--- src/rtl/mem_ctrl_if.sv ---
// Bus bundle between the fetch/load-store requesters, mem_ctrl and a byte RAM.
// Request side: if_*, mem_*; RAM side: ram_a, ram_dout, ram_wr, ram_din.
interface mem_ctrl_if #(
  parameter int ADDR_W = 17
);
  logic              if_req;
  logic [ADDR_W-1:0] if_addr;
  logic              if_done;
  logic [31:0]       if_data;
  logic              mem_req;
  logic              mem_we;
  logic [ADDR_W-1:0] mem_addr;
  logic [1:0]        mem_len;
  logic [31:0]       mem_wdata;
  logic              mem_done;
  logic [31:0]       mem_rdata;
  logic [ADDR_W-1:0] ram_a;
  logic [7:0]        ram_dout;
  logic              ram_wr;
  logic [7:0]        ram_din;

  modport slave (
    input  if_req, if_addr,
    input  mem_req, mem_we, mem_addr,
    input  mem_len, mem_wdata,
    input  ram_din,
    output if_done, if_data,
    output mem_done, mem_rdata,
    output ram_a, ram_dout, ram_wr
  );

  modport master (
    output if_req, if_addr,
    output mem_req, mem_we, mem_addr,
    output mem_len, mem_wdata,
    output ram_din,
    input  if_done, if_data,
    input  mem_done, mem_rdata,
    input  ram_a, ram_dout, ram_wr
  );
endinterface

--- src/rtl/mem_ctrl.sv ---
// Arbitrates fetch and load/store requests onto one synchronous byte RAM.
// Ports: clk, rst (async, active high), bus (mem_ctrl_if.slave).
module mem_ctrl #(
  parameter int ADDR_W = 17
) (
  input logic     clk,
  input logic     rst,
  mem_ctrl_if.slave bus
);

  typedef enum logic [1:0] {
    IDLE, READ, WRITE, DONE
  } state_t;

  state_t            state_q;
  logic              last_mem_q;
  logic              sel_mem_q;
  logic [ADDR_W-1:0] base_q;
  logic [ADDR_W-1:0] ram_a_q;
  logic [2:0]        len_q;
  logic [2:0]        t_q;
  logic [31:0]       wdata_q;
  logic [31:0]       rbuf_q;
  logic [31:0]       if_data_q;
  logic [31:0]       mem_rdata_q;
  logic [7:0]        dout_q;
  logic              wr_q;
  logic              if_done_q;
  logic              mem_done_q;

  logic [2:0]        step;
  logic [2:0]        mem_n;
  logic              grant_if;
  logic              grant_mem;
  logic [31:0]       rbuf_d;
  logic [7:0]        wbyte;
  logic [ADDR_W-1:0] next_a;

  // step = edges since acceptance, counting
  // the edge currently being evaluated
  always_comb begin
    step   = t_q + 3'd1;
    next_a = base_q
           + {{(ADDR_W-3){1'b0}}, step};
    mem_n  = 3'd4;
    if (bus.mem_len == 2'b00) mem_n = 3'd1;
    if (bus.mem_len == 2'b01) mem_n = 3'd2;
    // on contention, the side not served
    // last time wins
    grant_mem = bus.mem_req
              & (~bus.if_req | ~last_mem_q);
    grant_if  = bus.if_req & ~grant_mem;
  end

  // RAM data for byte k arrives at step k+2
  always_comb begin
    rbuf_d = rbuf_q;
    case (step)
      3'd2:    rbuf_d[7:0]   = bus.ram_din;
      3'd3:    rbuf_d[15:8]  = bus.ram_din;
      3'd4:    rbuf_d[23:16] = bus.ram_din;
      3'd5:    rbuf_d[31:24] = bus.ram_din;
      default: ;
    endcase
  end

  always_comb begin
    wbyte = 8'h00;
    case (step)
      3'd1:    wbyte = wdata_q[15:8];
      3'd2:    wbyte = wdata_q[23:16];
      3'd3:    wbyte = wdata_q[31:24];
      default: ;
    endcase
  end

  always_ff @(posedge clk or posedge rst) begin
    if (rst) begin
      state_q     <= IDLE;
      last_mem_q  <= 1'b0;
      sel_mem_q   <= 1'b0;
      base_q      <= '0;
      ram_a_q     <= '0;
      len_q       <= 3'd0;
      t_q         <= 3'd0;
      wdata_q     <= 32'h0;
      rbuf_q      <= 32'h0;
      if_data_q   <= 32'h0;
      mem_rdata_q <= 32'h0;
      dout_q      <= 8'h00;
      wr_q        <= 1'b0;
      if_done_q   <= 1'b0;
      mem_done_q  <= 1'b0;
    end else begin
      if_done_q  <= 1'b0;
      mem_done_q <= 1'b0;
      unique case (state_q)
        IDLE: begin
          if (grant_if | grant_mem) begin
            last_mem_q <= grant_mem;
            sel_mem_q  <= grant_mem;
            t_q        <= 3'd0;
            rbuf_q     <= 32'h0;
            wdata_q    <= bus.mem_wdata;
            if (grant_mem) begin
              base_q  <= bus.mem_addr;
              ram_a_q <= bus.mem_addr;
              len_q   <= mem_n;
            end else begin
              base_q  <= bus.if_addr;
              ram_a_q <= bus.if_addr;
              len_q   <= 3'd4;
            end
            if (grant_mem && bus.mem_we) begin
              state_q <= WRITE;
              wr_q    <= 1'b1;
              dout_q  <= bus.mem_wdata[7:0];
            end else begin
              state_q <= READ;
            end
          end
        end
        READ: begin
          t_q    <= step;
          rbuf_q <= rbuf_d;
          if (step < len_q) ram_a_q <= next_a;
          if (step == len_q + 3'd1) begin
            state_q <= DONE;
            if (sel_mem_q) begin
              mem_done_q  <= 1'b1;
              mem_rdata_q <= rbuf_d;
            end else begin
              if_done_q <= 1'b1;
              if_data_q <= rbuf_d;
            end
          end
        end
        WRITE: begin
          t_q <= step;
          if (step < len_q) begin
            ram_a_q <= next_a;
            dout_q  <= wbyte;
          end else begin
            wr_q       <= 1'b0;
            dout_q     <= 8'h00;
            mem_done_q <= 1'b1;
            state_q    <= DONE;
          end
        end
        DONE: state_q <= IDLE;
        default: state_q <= IDLE;
      endcase
    end
  end

  assign bus.if_done   = if_done_q;
  assign bus.if_data   = if_data_q;
  assign bus.mem_done  = mem_done_q;
  assign bus.mem_rdata = mem_rdata_q;
  assign bus.ram_a     = ram_a_q;
  assign bus.ram_dout  = dout_q;
  assign bus.ram_wr    = wr_q;

endmodule

--- src/flat_wrapper.sv ---
// flat-port wrapper written by rule: the top's interface ports become plain ports
module mem_ctrl_flat 
#(
  parameter int ADDR_W = 17
)
  (clk, rst, bus_if_req, bus_if_addr, bus_mem_req, bus_mem_we, bus_mem_addr, bus_mem_len, bus_mem_wdata, bus_ram_din, bus_if_done, bus_if_data, bus_mem_done, bus_mem_rdata, bus_ram_a, bus_ram_dout, bus_ram_wr);
  mem_ctrl_if #(.ADDR_W(ADDR_W)) bus_i ();
  input logic clk;
  input logic rst;
  input wire logic [$bits(bus_i.if_req)-1:0] bus_if_req;
  input wire logic [$bits(bus_i.if_addr)-1:0] bus_if_addr;
  input wire logic [$bits(bus_i.mem_req)-1:0] bus_mem_req;
  input wire logic [$bits(bus_i.mem_we)-1:0] bus_mem_we;
  input wire logic [$bits(bus_i.mem_addr)-1:0] bus_mem_addr;
  input wire logic [$bits(bus_i.mem_len)-1:0] bus_mem_len;
  input wire logic [$bits(bus_i.mem_wdata)-1:0] bus_mem_wdata;
  input wire logic [$bits(bus_i.ram_din)-1:0] bus_ram_din;
  output wire logic [$bits(bus_i.if_done)-1:0] bus_if_done;
  output wire logic [$bits(bus_i.if_data)-1:0] bus_if_data;
  output wire logic [$bits(bus_i.mem_done)-1:0] bus_mem_done;
  output wire logic [$bits(bus_i.mem_rdata)-1:0] bus_mem_rdata;
  output wire logic [$bits(bus_i.ram_a)-1:0] bus_ram_a;
  output wire logic [$bits(bus_i.ram_dout)-1:0] bus_ram_dout;
  output wire logic [$bits(bus_i.ram_wr)-1:0] bus_ram_wr;
  assign bus_i.if_req = bus_if_req;
  assign bus_i.if_addr = bus_if_addr;
  assign bus_i.mem_req = bus_mem_req;
  assign bus_i.mem_we = bus_mem_we;
  assign bus_i.mem_addr = bus_mem_addr;
  assign bus_i.mem_len = bus_mem_len;
  assign bus_i.mem_wdata = bus_mem_wdata;
  assign bus_i.ram_din = bus_ram_din;
  assign bus_if_done = bus_i.if_done;
  assign bus_if_data = bus_i.if_data;
  assign bus_mem_done = bus_i.mem_done;
  assign bus_mem_rdata = bus_i.mem_rdata;
  assign bus_ram_a = bus_i.ram_a;
  assign bus_ram_dout = bus_i.ram_dout;
  assign bus_ram_wr = bus_i.ram_wr;
  mem_ctrl #(.ADDR_W(ADDR_W)) u_core (.clk(clk), .rst(rst), .bus(bus_i));
endmodule
--- config.mk ---
export PLATFORM = sky130hd
export DESIGN_NAME = mem_ctrl_flat
export DESIGN_NICKNAME = d
export VERILOG_FILES = /design/src/rtl/mem_ctrl_if.sv /design/src/rtl/mem_ctrl.sv /design/src/flat_wrapper.sv
export SDC_FILE = /design/constraint.sdc
export NUM_CORES = 1
export LEC_CHECK = 0
export BUFFER_PORTS_ARGS = -buffer_cell sky130_fd_sc_hd__buf_2
export CAP_MARGIN = 30
export CORE_MARGIN = 3
export CORE_UTILIZATION = 51
export CTS_BUF_LIST = sky130_fd_sc_hd__clkbuf_4
export DETAILED_ROUTE_END_ITERATION = 12
export PLACE_DENSITY = 0.75
export SETUP_SLACK_MARGIN = 0.2
export SYNTH_ARGS = -nofsm -noshare
export SYNTH_HDL_FRONTEND = slang
export SYNTH_SLANG_ARGS = --single-unit
--- constraint.sdc ---
create_clock -name clk -period 4.7 [get_ports clk]
set_input_delay 0.235 -clock clk [delete_from_list [all_inputs] [get_ports clk]]
set_output_delay 0.235 -clock clk [all_outputs]
set_load 0.02 [all_outputs]
Word level (Yosys, flattened, before mapping). Cells that the tools add are included.

RAM bits: 0. Memory bits (read-only): 0. Logic and storage cells: 92. Latch bits: 0. Memories kept: 0. Bits in registers: 182. Input port bits: 81. Output and inout bits: 92.

Equality and inequality tests: 15. Muxes and demuxes: 36. Add/sub/neg operators: 3. $lt $le $gt $ge: 1. Reduce and logical (&&, ||, !) cells: 16. Shift operators: 0. Multiply operators: 0. Divide/modulo/power cells: 0. Bitwise operators: 7.

Operators by type and width (count): $pmux W32 S2 (1); $mux W8 (7); $mux W17 (3); $pmux W17 S2 (1); $mux W32 (1); $pmux W8 S3 (1); $add A17 B3 Y17 (1); $pmux W8 S2 (1); $reduce_and A3 Y1 (5); $mux W3 (4); $mux W1 (9); $mux W2 (4); $ne A2 B1 Y1 const B (4); $pmux W2 S4 (1); $add A3 B1 Y3 const B (2); $eq A3 B2 Y1 const B (2); $eq A3 B3 Y1 const B (2); $pmux W3 S2 (1); $reduce_and A2 Y1 (3); $reduce_bool A2 Y1 (3); $eq A2 B1 Y1 const B (2); $eq A2 B2 Y1 const B (2); $logic_not A2 Y1 (2); $pmux W1 S2 (2); 10 further kinds (14).

Longest topological paths before layout.
Word-level depth: 8. Gate-level depth with buffers: 11. Gate-level depth less buffers: 9.

Least setup slack after synthesis. No wires, ideal clock.

Path kind: register to register. Start: register u_core.t_q[0]. End: register u_core.ram_a_q[16], in the netlist u_core.bus.ram_a[16]. Period minus slack after synthesis: 2818 ps. Cell stages (with the launch flop): 11. Arrival: 2692 ps. Required time: 4574 ps. Buffers on the path: 1. Path slack: 1882 ps. Path through: dfrtp_1 ha_1 ha_1 clkbuf_1 inv_1 ha_1 nand2b_1 a21boi_0 nand4_1 xnor2_1 a221o_1.

Longest elaborated chain between the ends: 4. Elaborated cells between the ends (all ways): 7. Classes of those cells: 2 x add/sub; 1 x order compare; 1 x eq/ne; 2 x mux; 1 x reduce/logical.

Ends and longest elaborated chain: start: declaration (line mem_ctrl.sv:21) `logic [2:0] t_q;`; start signal: assignment (line mem_ctrl.sv:124) `t_q <= step;`; start signal: assignment (line mem_ctrl.sv:139) `t_q <= step;`; $add A3 B1 Y3 (*) (line mem_ctrl.sv:42) `step = t_q + 3'd1;`; $add A17 B3 Y17 or $lt A3 B3 Y1 (tied branches) (line mem_ctrl.sv:44, mem_ctrl.sv:126, mem_ctrl.sv:140); $mux W17 or $ne A2 B1 Y1 (tied branches); $pmux W17 S2 or $reduce_and A3 Y1 (tied branches); end signal: assignment (line mem_ctrl.sv:107) `ram_a_q <= bus.mem_addr;`; end signal: assignment (line mem_ctrl.sv:126) `if (step < len_q) ram_a_q <= next_a;`; end signal: assignment (line mem_ctrl.sv:141) `ram_a_q <= next_a;`; end: declaration (line mem_ctrl.sv:19) `logic [ADDR_W-1:0] ram_a_q;`.

Mark *: on every way between the ends. The rest lies on a longest branch, timed or not. The select of a mux whose other input is x is not followed. A chain may end at the register's enable or synchronous reset.

Worst setup path in the final report.
Start: register u_core.t_q[0]. End: register u_core.if_data_q[3], in the netlist u_core.bus.if_data[3].

Longest elaborated chain between the ends: 3. Elaborated cells between the ends (all ways): 5. Classes of those cells: 1 x add/sub; 2 x eq/ne; 1 x mux; 1 x reduce/logical.

Ends and longest elaborated chain: $add A3 B1 Y3 (*) (line mem_ctrl.sv:42); $eq A3 B3 Y1 or $eq A3 B2 Y1 (tied branches) (line mem_ctrl.sv:127, mem_ctrl.sv:58); $reduce_and A3 Y1 (no source line) or $mux W8 (tied branches); end signal: assignment (line mem_ctrl.sv:134) `if_data_q <= rbuf_d;`; end: declaration (line mem_ctrl.sv:24) `logic [31:0] if_data_q;`.

Mark *: on every way between the ends. The rest lies on a longest branch, timed or not.

==> results by group <==
Run status
  – Status: complete, no violations

Clocking
  – Root buf cell: clkbuf_4
  – TritonCTS clock tree: built
  – Clk Latency, worst-skew pair: 540 ps
  – H-tree depth: 4
  – CTS sink count: 174
  – Post_cts resized: 0
  – CTS Buffer Depth: 2
  – TritonCTS buffer count: 17
  – Cts-stage hold buffer count: 64
  – Clock slew at reported path FFs: 120 ps
  – Post-CTS setup buffer count: 0

Synthesis
  – Post-synthesis register bit count: 174
  – Yosys Warn Count: 0
  – Distinct cells, synth: 50
  – Register area share after synthesis: 0.5479
  – Mapped cell area: 7948 µm²
  – Mapped Cells: 721
  – EDFF count, synth: 0
  – Avg Inst Size Synth: 11.02 µm²
  – Synthesized Nets: 819
  – Top FF cell, synth: dfrtp_1
  – Yosys top cell area share: 0.5479
  – Area leader, netlist: dfrtp_1
  – Synth area leaders: dfrtp_1 55%, mux2i_1 6.0%, mux2_2 5.2%
  – FFs w/ async S/R, synth: 1.000

Finish
  – Nets: 1036
  – Filler instances: 1199
  – Cell area after layout: 9791 µm²
  – Share of cells above drive strength 1: 0.2821
  – # diodes: 0
  – Layout area overhead: 23.19%
  – Commonest non-fill, non-tap cell in the layout: dfrtp_1
  – Commonest cells after routing, fill and taps aside: 174 x dfrtp_1, 172 x buf_2, 82 x nor2_1

STA
  – Setup TNS Final: 0 ps
  – Setup ws final: 1324 ps
  – Hold WS: 49.53 ps
  – Final Cycle Share: 0.7184
  – Slew Limit Fails: 0
  – Max_slew headroom: 0.3305
  – RSZ-0062 raised after global routing: no
  – Max frequency: 296.2 MHz
  – Setup violators final: 0
  – Final hold violations: 0
  – Minimum clock period after layout: 3376 ps
  – Setup Skew: 24.45 ps
  – Worst Max-Slew Pin Slew: 1002 ps

Routing
  – Starting DRT DRC Count: 369
  – Pre-Repair DR Iteration Count: 7
  – Via/cell ratio: 5.501
  – Drt wl/cell: 16.62 µm
  – Post-route DRC: 0
  – Total Wirelength: 18850 µm
  – Antenna-violating nets left: 0
  – Detailed-route via count: 6238

Min path
  – Hold path cells: 3
  – Hold Path Origin: bus_mem_addr[16]
  – Hold EP: u_core.base_q[16]
  – Hold WC Path Type: primary input to flip-flop

Power and ir drop
  – PD cells: 695.0 nW/µm²
  – Tot Pwr: 6.804 mW
  – VDD IR max: 0.3571 mV
  – Leak: 4.425 nW

Floorplanning
  – Die X: 130.8 µm
  – Cell Rows: 44
  – Ports: 173
  – DIE AREA: 17120 µm²
  – Core Box Area: 14860 µm²
  – Initial core utilization: 0.5347
  – Die Y: 130.8 µm

GRT
  – Total congestion overflow: 0
  – Vias in the first global route: 5933
  – Tot GR Track Use: 0.2243
  – First-pass GRT wire length: 30200 µm
  – Initial antenna violation count: 0
  – Largest net degree at the start of global routing: 96

Setup path
  – Required @ worst endpoint: 5170 ps
  – Reg-to-Reg Start: u_core.t_q[0]
  – WS Path Type: flip-flop to flip-flop
  – Slowest stage delay, CP: 600 ps
  – Crit path launch type: flip-flop
  – Setup crit end kind: flip-flop
  – CP most frequent cell: ha_1
  – R2R setup slack: 1320 ps
  – Critical-path cell list: ha_1 > ha_1 > xnor3_1 > or3_1 > nor3b_4 > buf_4 > nor2_1 > a21oi_2
  – CP max FO: 65
  – Slowest CP cell: buf_4
  – Data arrival, critical path: 3840 ps
  – Worst reg2reg path endpoint: u_core.bus.if_data[3]
  – Worst R2R Path Depth: 8

Place
  – Placed Area: 8912 µm²
  – Final HPWL DP: 12750 µm
  – Port bufs: 172
  – Gp weighted congestion: 0.8628
  – Place WS: 1352 ps

Job
  – Max cap viols: 0
==> cells by family after synthesis <==
logic type / synth area share
XOR/XNOR: 0.01606
buffers and inverters: 0.03810
AND/OR/NAND/NOR: 0.08612
multiplexers: 0.1129
AO/OA/AOI/OAI: 0.1713
adder cells (fa/ha/maj): 0.02771
flip-flops: 0.5479
==> report_power, final <==
group          switching (mW)  internal [mW]
Sequential              0.430           2.18
Combinational            2.07           1.40
Clock                   0.479          0.236
==> cell usage after synthesis (all sizes together), types with 2 or more instances <==
cell type	n
a21boi	6
a21o	6
a21oi	84
a221o	6
a22o	32
a31oi	3
a32o	7
a32oi	2
and2	2
and3	2
buf	27
clkbuf	20
dfrtp	174
ha	16
inv	21
mux2	37
mux2i	48
nand2	48
nand2b	2
nand3	6
nand4	4
nor2	83
nor3	10
o21ai	37
o2bb2ai	7
o31ai	3
xnor2	9
xor2	3
==> state kept, by name, summed over array words and instances, names as in the netlist, 8 cells and up <==
register,count
u_core.wdata_q,24
u_core.bus.if_data,32
u_core.bus.mem_rdata,32
u_core.bus.ram_a,17
u_core.base_q,17
u_core.rbuf_q,32
u_core.bus.ram_dout,8
==> per-stage QoR <==
stage | utilization | std cells
final | 0.6587 | 1134
after global routing | 0.6587 | 1134
after CTS | 0.6573 | 1132
after detailed placement | 0.5996 | 1037
after global placement | 0.5996 | 1037
after floorplan | - | 721
==> per-layer routing <==
| layer | vias up | routed length, µm | global-route usage | part of all wire |
|---|---|---|---|---|
| met4 | 0 | 284 | 0.06231 | 0.015 |
| met5 | - | 0 | 0 | 0 |
| met3 | 26 | 1000 | 0.05366 | 0.053 |
| met1 | 3019 | 8897 | 0.3237 | 0.47 |
| li1 | 2999 | - | - | - |
| met2 | 194 | 8669 | 0.3416 | 0.46 |
==> critical path, delay by kind of cell (launching register included) <==
| kind | cells | cell delay [ps] |
|---|---|---|
| AOI/OAI and AO/OA | 1 | 130 |
| xor gates and xnor gates | 1 | 490 |
| adders and majority gates | 2 | 800 |
| buffers and inverters | 1 | 600 |
| DFF | 1 | 450 |
| and+or+nand+nor | 3 | 810 |
==> cell type report <==
cell class                 instances  area [µm²]  area share
sequential                       174        4354      0.4447
multi-input combinational        479        3319      0.3390
clock inverter                     8       45.04    0.004601
inverter                          21       82.58    0.008435
timing repair buffer             245        1587      0.1620
clock buffer                      23       172.7     0.01764
tap                              184       230.2     0.02351
==> how the worst max path moves through the flow <==
stage	slack, ps	from	endpoint
2_1_floorplan	1880	u_core.t_q[0]	u_core.bus.ram_a[16]
3_3_place_gp	1480	u_core.t_q[0]	u_core.bus.if_data[0]
5_1_grt	1150	u_core.t_q[0]	u_core.bus.if_data[22]
6_report	1320	u_core.t_q[0]	u_core.bus.if_data[3]
3_5_place_dp	1350	u_core.t_q[0]	u_core.bus.if_data[1]
4_1_cts	1330	u_core.t_q[0]	u_core.bus.if_data[3]
(Power assumes the default switching activity.)
